**src/rtl/cmos_capture_frontend.sv**
```systemverilog
// CMOS camera capture front end: RGB565 byte pairing, 2x2 decimation,
// frame sequencing with post-reset settle skip and geometry checking.
module cmos_capture_frontend #(
    parameter int H_ACTIVE    = 640,
    parameter int V_ACTIVE    = 480,
    parameter int SKIP_FRAMES = 2
) (
    input  logic        pixel_clk_cmos_i,
    input  logic        reset_i,
    input  logic        vsync_cmos_i,
    input  logic        href_cmos_i,
    input  logic [7:0]  pixel_data_cmos_i,
    input  logic        enable_i,
    output logic        pixel_valid_o,
    output logic [15:0] pixel_data_o,
    output logic [16:0] write_address_o,
    output logic        frame_start_o,
    output logic        frame_done_o,
    output logic [7:0]  frame_count_o,
    output logic        line_error_o
);

    localparam logic [15:0] LINE_BYTES = 16'(2 * H_ACTIVE);
    localparam logic [15:0] H_PIX      = 16'(H_ACTIVE);
    localparam logic [15:0] V_LINES    = 16'(V_ACTIVE);
    localparam logic [16:0] ADDR_LAST  = 17'((H_ACTIVE / 2) * (V_ACTIVE / 2) - 1);
    localparam logic [7:0]  SKIP_INIT  = 8'(SKIP_FRAMES);

    typedef enum logic [1:0] {
        IDLE,
        VBLANK,
        SKIP,
        CAPTURE
    } state_t;

    state_t      state, state_nxt;
    logic        vsync_q, href_q;
    logic [7:0]  skip_cnt;
    logic [15:0] line_idx, pix_idx, byte_cnt;
    logic        phase;
    logic [7:0]  hi_byte;
    logic [16:0] addr_cnt;
    logic        frame_begin, frame_end, skip_dec;

    wire vsync_rise = vsync_cmos_i & ~vsync_q;
    wire vsync_fall = ~vsync_cmos_i & vsync_q;
    wire href_rise  = href_cmos_i & ~href_q;
    wire href_fall  = ~href_cmos_i & href_q;
    // A vsync rise ends the frame even with href still high.
    wire capturing  = (state == CAPTURE) & ~vsync_rise;

    wire emit = ~line_idx[0] & ~pix_idx[0] & (pix_idx < H_PIX) &
                (line_idx < V_LINES) & (addr_cnt <= ADDR_LAST);

    always_ff @(posedge pixel_clk_cmos_i or posedge reset_i) begin
        if (reset_i) begin
            state <= IDLE;
        end else begin
            state <= state_nxt;
        end
    end

    always_comb begin
        state_nxt   = state;
        frame_begin = 1'b0;
        frame_end   = 1'b0;
        skip_dec    = 1'b0;
        unique case (state)
            IDLE: begin
                if (vsync_rise) state_nxt = VBLANK;
            end
            VBLANK: begin
                if (vsync_fall) begin
                    if (skip_cnt != 8'd0) begin
                        state_nxt = SKIP;
                        skip_dec  = 1'b1;
                    end else if (enable_i) begin
                        state_nxt   = CAPTURE;
                        frame_begin = 1'b1;
                    end else begin
                        state_nxt = IDLE;
                    end
                end
            end
            SKIP: begin
                if (vsync_rise) state_nxt = VBLANK;
            end
            CAPTURE: begin
                if (vsync_rise) begin
                    state_nxt = VBLANK;
                    frame_end = 1'b1;
                end
            end
            default: state_nxt = IDLE;
        endcase
    end

    always_ff @(posedge pixel_clk_cmos_i or posedge reset_i) begin
        if (reset_i) begin
            // vsync_q starts high so a level already high at release is not an edge
            vsync_q         <= 1'b1;
            href_q          <= 1'b0;
            skip_cnt        <= SKIP_INIT;
            line_idx        <= '0;
            pix_idx         <= '0;
            byte_cnt        <= '0;
            phase           <= 1'b0;
            hi_byte         <= '0;
            addr_cnt        <= '0;
            pixel_valid_o   <= 1'b0;
            pixel_data_o    <= '0;
            write_address_o <= '0;
            frame_start_o   <= 1'b0;
            frame_done_o    <= 1'b0;
            frame_count_o   <= '0;
            line_error_o    <= 1'b0;
        end else begin
            vsync_q       <= vsync_cmos_i;
            href_q        <= href_cmos_i;
            pixel_valid_o <= 1'b0;
            frame_start_o <= frame_begin;
            frame_done_o  <= frame_end;
            if (skip_dec) skip_cnt <= skip_cnt - 8'd1;
            if (frame_begin) begin
                line_idx        <= '0;
                pix_idx         <= '0;
                byte_cnt        <= '0;
                phase           <= 1'b0;
                addr_cnt        <= '0;
                write_address_o <= '0;
                line_error_o    <= 1'b0;
            end
            if (frame_end) begin
                frame_count_o <= frame_count_o + 8'd1;
                if (line_idx != V_LINES) line_error_o <= 1'b1;
            end
            if (capturing) begin
                if (href_cmos_i) begin
                    if (href_rise) begin
                        hi_byte  <= pixel_data_cmos_i;
                        phase    <= 1'b1;
                        byte_cnt <= 16'd1;
                        pix_idx  <= '0;
                    end else begin
                        if (byte_cnt != 16'hffff) byte_cnt <= byte_cnt + 16'd1;
                        if (!phase) begin
                            hi_byte <= pixel_data_cmos_i;
                            phase   <= 1'b1;
                        end else begin
                            phase   <= 1'b0;
                            pix_idx <= pix_idx + 16'd1;
                            if (emit) begin
                                pixel_valid_o   <= 1'b1;
                                pixel_data_o    <= {hi_byte, pixel_data_cmos_i};
                                write_address_o <= addr_cnt;
                                addr_cnt        <= addr_cnt + 17'd1;
                            end
                        end
                    end
                end else if (href_fall) begin
                    if (byte_cnt != LINE_BYTES) line_error_o <= 1'b1;
                    line_idx <= line_idx + 16'd1;
                    phase    <= 1'b0;
                end
            end
        end
    end

endmodule

```
**config.mk**
```make
export PLATFORM = sky130hd
export DESIGN_NAME = cmos_capture_frontend
export DESIGN_NICKNAME = d
export VERILOG_FILES = /design/src/rtl/cmos_capture_frontend.sv
export SDC_FILE = /design/constraint.sdc
export NUM_CORES = 1
export LEC_CHECK = 0
export CAP_MARGIN = 20
export CORE_ASPECT_RATIO = 0.7
export CORE_MARGIN = 2
export CORE_UTILIZATION = 48
export CTS_BUF_LIST = sky130_fd_sc_hd__clkbuf_16
export DETAILED_ROUTE_END_ITERATION = 12
export HOLD_SLACK_MARGIN = 0.15
export PLACE_DENSITY = 0.73
export SLEW_MARGIN = 20
export SYNTH_ARGS = -nofsm -noshare
export SYNTH_HDL_FRONTEND = slang
export SYNTH_SLANG_ARGS = --single-unit
export TNS_END_PERCENT = 5
```
**constraint.sdc**
```tcl
create_clock -name pixel_clk_cmos_i -period 6.3 [get_ports pixel_clk_cmos_i]
set_input_delay 0.63 -clock pixel_clk_cmos_i [delete_from_list [all_inputs] [get_ports pixel_clk_cmos_i]]
set_output_delay 0.63 -clock pixel_clk_cmos_i [all_outputs]
set_load 0.01 [all_outputs]
```
-- Yosys cells after proc, flatten, opt, wreduce, memory -nomap -nowiden
Index checks and enable logic that the tools add are counted.
- bits in registers: 131
- logic and storage cells: 118
- output and inout bits: 45
- input port bits: 13
- mux-type cells: 60
- bitwise logic cells: 17
- eq/ne operators: 9
- magnitude comparators: 3
- reductions and logical operators: 6
- $add $sub $neg: 6
- operators by type and width (operator ; count):
    two-way mux 16 bit ; 14
    two-way mux 17 bit ; 12
    adder 16 x 1 -> 16 bit (second input constant) ; 3
    two-way mux 1 bit ; 27
    adder 17 x 1 -> 17 bit (second input constant) ; 1
    less-or-equal comparator 17 bit (second input constant) ; 1
    < comparator 16 x 10 -> 1 bit (second input constant) ; 1
    < comparator 16 x 9 -> 1 bit (second input constant) ; 1
    two-way mux 8 bit ; 2
    inequality test 16 x 11 -> 1 bit (second input constant) ; 1
    inequality test 16 bit (second input constant) ; 1
    inequality test 16 x 9 -> 1 bit (second input constant) ; 1
    bitwise AND 1 bit ; 9
    adder 8 x 1 -> 8 bit (second input constant) ; 1
    two-way mux 2 bit ; 4
    NOT 1 bit ; 8
    nonzero test 8 bit ; 1
    subtractor 8 x 1 -> 8 bit (second input constant) ; 1
    AND reduction 5 bit ; 1
    == test 2 bit (second input constant) ; 2
    inequality test 2 x 1 -> 1 bit (second input constant) ; 2
    case mux 2 bit (2 select lines) ; 1
    AND reduction 3 bit ; 1
    OR reduction 3 bit ; 1
    other kinds (4) ; 4

-- Depth between registers and ports, before layout
- word-level depth: 11
- gate-level depth with buffers: 10

-- Worst setup path after synthesis
OpenSTA, ideal clock, no wires.
- kind: input -> register
- start: input vsync_cmos_i
- end: register addr_cnt[15]
- slack: 4.017 ns
- stages on the path: 8
- setup time: 0.077 ns
- path buffers: 2
- data arrival time: 2.206 ns
- cell sequence: nor2b_1 > buf_2 > nor4_4 > nand2_2 > a211o_1 > buf_2 > or3_1 > a21oi_1
- longest elaborated chain between the ends: 10
- elaborated cells between the ends (all ways): 13
- ends and longest elaborated chain (item ; line ; text):
    start, declared ; 10 ; input logic vsync_cmos_i,
    NOT 1 bit ; 46 ; wire vsync_fall = ~vsync_cmos_i & vsync_q;
    bitwise AND 1 bit ; 46 ;
    two-way mux 1 bit ; 73 ; if (vsync_fall) begin
    two-way mux 1 bit ; 68 ; unique case (state)
    two-way mux 17 bit ; 124 ; if (frame_begin) begin
    two-way mux 17 bit ; 152 ; if (emit) begin
    two-way mux 17 bit ; 146 ; if (!phase) begin
    two-way mux 17 bit ; 139 ; if (href_rise) begin
    two-way mux 17 bit ; 138 ; if (href_cmos_i) begin
    two-way mux 17 bit (*) ; 137 ; if (capturing) begin
    end signal, assigned ; 156 ; addr_cnt <= addr_cnt + 17'd1;
    end, declared ; 42 ; logic [16:0] addr_cnt;
Every way passes the cells marked *; elsewhere a longest branch is shown, timed or not.
A chain may end at the register's enable or synchronous reset.

-- Worst setup path in the final report
- start: input vsync_cmos_i
- end: register byte_cnt[10]
- longest elaborated chain between the ends: 9
- elaborated cells between the ends (all ways): 12
- ends and longest elaborated chain (item ; line ; text):
    NOT 1 bit ; 46 ;
    bitwise AND 1 bit ; 46 ;
    two-way mux 1 bit ; 73 ;
    two-way mux 1 bit ; 68 ;
    two-way mux 16 bit ; 124 ;
    two-way mux 16 bit ; 145 ; if (byte_cnt != 16'hffff) byte_cnt <= byte_cnt + 16'd1;
    two-way mux 16 bit ; 139 ;
    two-way mux 16 bit ; 138 ;
    two-way mux 16 bit (*) ; 137 ;
    end signal, assigned ; 145 ;
    end, declared ; 39 ; logic [15:0] line_idx, pix_idx, byte_cnt;
Marked as above.

==> flow_summary.ini <==
[run_status]
status = completed

[final_layout]
final_layout_size_suffix_gt1_share_pct = 7.902
multi_input_area_um2 = 2808
syn_to_final_growth_pct = 20.29
fill_cells = 1018
regArea_um2 = 3281
final_nets = 743
final_util_pct = 59.87
num_antenna_cells = 0

[yosys]
synthesis.area_um2 = 6246
synth_cell_types = 54
synth_seq_cells = 131
syn-instance-count = 671
synthTopCellsByArea = dfrtp_1, nand2_1, o21ai_0
synth_edf_count = 0
synth_top_area_share_pct = 51.68
synth-warning-count = 0
syn_avg_cell_area_um2 = 9.308
yosys.area.top_type = dfrtp_1
seq_area_frac_synth_pct = 52.52
async_flop_share_pct = 100.0
syn-num-nets = 692
synth-main-ff-cell = dfrtp_1

[sta]
finalSetupTns_ns = 0
whs_ns = 0.4652
hold_violations = 0
rsz0062_at_grt = no
tightest_slew_ns = 0.9149
max_slew_margin_pct = 38.78
skew_ns = 0.01054
post-route-min-period_ns = 3.662
fmax_mhz = 273.1
worst_slack_ns = 2.638
drv_slew = 0
finalCritPeriodShare_pct = 58.13
setup_viol = 0

[worst_hold_path]
hold_start = frame_count_o[7]$_DFFE_PP0P_
min_path_type = reg -> reg

[global_route]
grt.total_usage_pct = 21.02
grt_max_degree = 73
first_global_vias = 4921
antenna_found_initial = 0
grt_first_pass_wirelength_mm = 24.04
grt_overflow = 0

[critical_path]
startpoint_type = input port
cp_cell_sequence = clkdlybuf4s50_1 -> nor4bb_1 -> nand2_1 -> or2_2 -> inv_1 -> nor2_1 -> a21o_1 -> a22o_1
crit_start = vsync_cmos_i
critPathRequiredTime_ns = 6.59
cp.arrival_ns = 3.96
crit_slowest_cell = inv_1
cpLargestDelayFamily = simple AND/OR/NAND/NOR gates
critPathMaxStageDelay_ns = 0.77
cp_max_fo = 42
setup.worst_path.end_class = flip-flop
cp_num_buf_inv = 2
critPathKind = in -> reg
worstReg2RegStart = skip_cnt[1]$_DFFE_PP1P_

[clock_tree]
cts_buffers = 17
clkLatencyLatePin_ns = 0.41
cts_tree = done
post-cts-setup-buffer-count = 0
clock_sink_count = 131
htree_levels = 4
post_cts_resized = 0
hold_buffers = 0
root_buffer = clkbuf_16
clk_path_buf_depth = 2
cts.reportedPaths.clkPinSlew_ns = 0.06

[floorplanning]
die_h_um = 99.44
start_util_pct = 49.77
rows = 34
io_pins = 58
core_um2 = 12550
die_x_um = 140.3
die_area_um2 = 13960

[run]
max_cap_viol_count = 0

[placement]
port-buffer-count = 57
gp_congestion = 0.8065
dpl.hpwl_mm = 9.381
post-place-ws_ns = 2.244

[detailed_routing]
ant_nets = 0
num_vias = 5175
dr.pass1.iters = 5
drc = 0
vias_per_cell = 5.776
routed_wirelength_mm = 14.13
drt_iter0_drc = 457
wire_per_inst_um = 15.77

[power]
clock_power_share_pct = 35.5
power.leakage_nw = 3.401
p_int_mw = 1.865
netSwitchingFraction_pct = 29.82
p_switching_uw = 792.4
pwr_density_cell_nw_per_um2 = 353.7
p_seq_share_pct = 44.0
p_total_mw = 2.658
p_comb_share_pct = 20.5
ir_drop_uv = 192.8
[final timing paths]
kind,slack (ns),cells past startpoint,end
setup reg to reg,2.75,8,pix_idx[7]$_DFF_PP0_
setup / recovery,2.64,8,byte_cnt[10]$_DFF_PP0_
min in group asynchronous,0.76,2,line_idx[9]$_DFF_PP0_
hold reg to reg,0.47,1,frame_count_o[7]$_DFFE_PP0P_
hold / removal,0.47,1,frame_count_o[7]$_DFFE_PP0P_
max in group asynchronous,4.26,3,hi_byte[1]$_DFFE_PP0P_
[layer usage]
| metal | vias to the layer above | routed length [um] | share of wire (%) | GRT usage [%] |
|---|---|---|---|---|
| li1 | 2484 | - | - | - |
| met1 | 2520 | 6785 | 48 | 30.55 |
| met2 | 151 | 6471 | 46 | 32.16 |
| met3 | 20 | 691 | 4.9 | 3.996 |
| met4 | 0 | 178 | 1.3 | 6.760 |
| met5 | - | 0 | 0 | 0 |
[per-stage QoR]
step | instances | cell area, um2
final | 896 | 7513
after floorplan | 671 | 6246
after detailed placement | 865 | 6940
after global placement | 865 | 6940
after global routing | 896 | 7513
after CTS | 896 | 7507
[cells by family (layout without fill, tap and decap cells)]
family,Yosys count,in the layout,share of synthesized area [%]
XOR/XNOR,20,20,2.804
flip-flops,131,131,52.52
AND/OR/NAND/NOR,324,324,24.70
multiplexers,19,19,3.305
adder cells (fa/ha/maj),8,8,1.603
AO/OA/AOI/OAI,127,127,12.32
buffers and inverters,42,105,2.744
[registers in the layout, indices dropped and copies added (netlist names)]
| register | count |
|---|---|
| frame_start_o | 1 |
| pix_idx | 16 |
| write_address_o | 17 |
| line_error_o | 1 |
| hi_byte | 8 |
| frame_done_o | 1 |
| pixel_data_o | 16 |
| phase | 1 |
| state | 2 |
| skip_cnt | 8 |
| byte_cnt | 16 |
| pixel_valid_o | 1 |
| addr_cnt | 17 |
| href_q | 1 |
| line_idx | 16 |
| vsync_q | 1 |
| frame_count_o | 8 |
[cell usage in the layout (no fill, tap or decap), drive strengths merged, types with 10 or more instances in the layout]
| master | Yosys | layout |
|---|---|---|
| dfrtp | 129 | 129 |
| nand4 | 21 | 21 |
| nor2 | 37 | 37 |
| xnor2 | 10 | 10 |
| xor2 | 10 | 10 |
| a21oi | 30 | 30 |
| clkbuf | 18 | 17 |
| nor3 | 15 | 15 |
| nand2 | 147 | 147 |
| inv | 12 | 15 |
| o21ai | 54 | 54 |
| clkdlybuf4s50 | 0 | 57 |
| nand3 | 49 | 49 |
| mux2 | 13 | 13 |
| and3 | 18 | 18 |
[area by class of cell]
class,instances,share of cell area (%)
clock inverter,14,1.882
clock buffer,17,5.662
timing repair buffer,62,8.093
tap,162,2.698
inverter,12,0.6328
sequential,131,43.66
multi-input combinational,498,37.37
[worst reg2reg max path, stage by stage (launching register included)]
cell and delay, ns:
dfstp_2 0.54, inv_1 0.06, ha_1 0.17, nand3_1 0.11, or2_2 0.69, inv_1 0.65
nor2_1 0.88, o21ai_0 0.21, o21ai_0 0.14
[power by group through the flow]
stage                     clock network, mW  logic, mW  registers [mW]
after floorplan                           0      0.302            1.17
after global placement                    0      0.531            1.17
after detailed placement                  0      0.548            1.18
after CTS                             0.960      0.550            1.17
after global routing                  0.994      0.608            1.19
final                                 0.943      0.546            1.17
[Yosys cell counts (11+ instances only)]
cell type,number
nand2_1,145
dfrtp_1,129
o21ai_0,54
nand3_1,49
nor2_1,37
a21oi_1,30
nand4_1,21
and3_1,18
clkbuf_1,18
nor3_1,15
mux2_2,11
(Power assumes the default switching activity.)
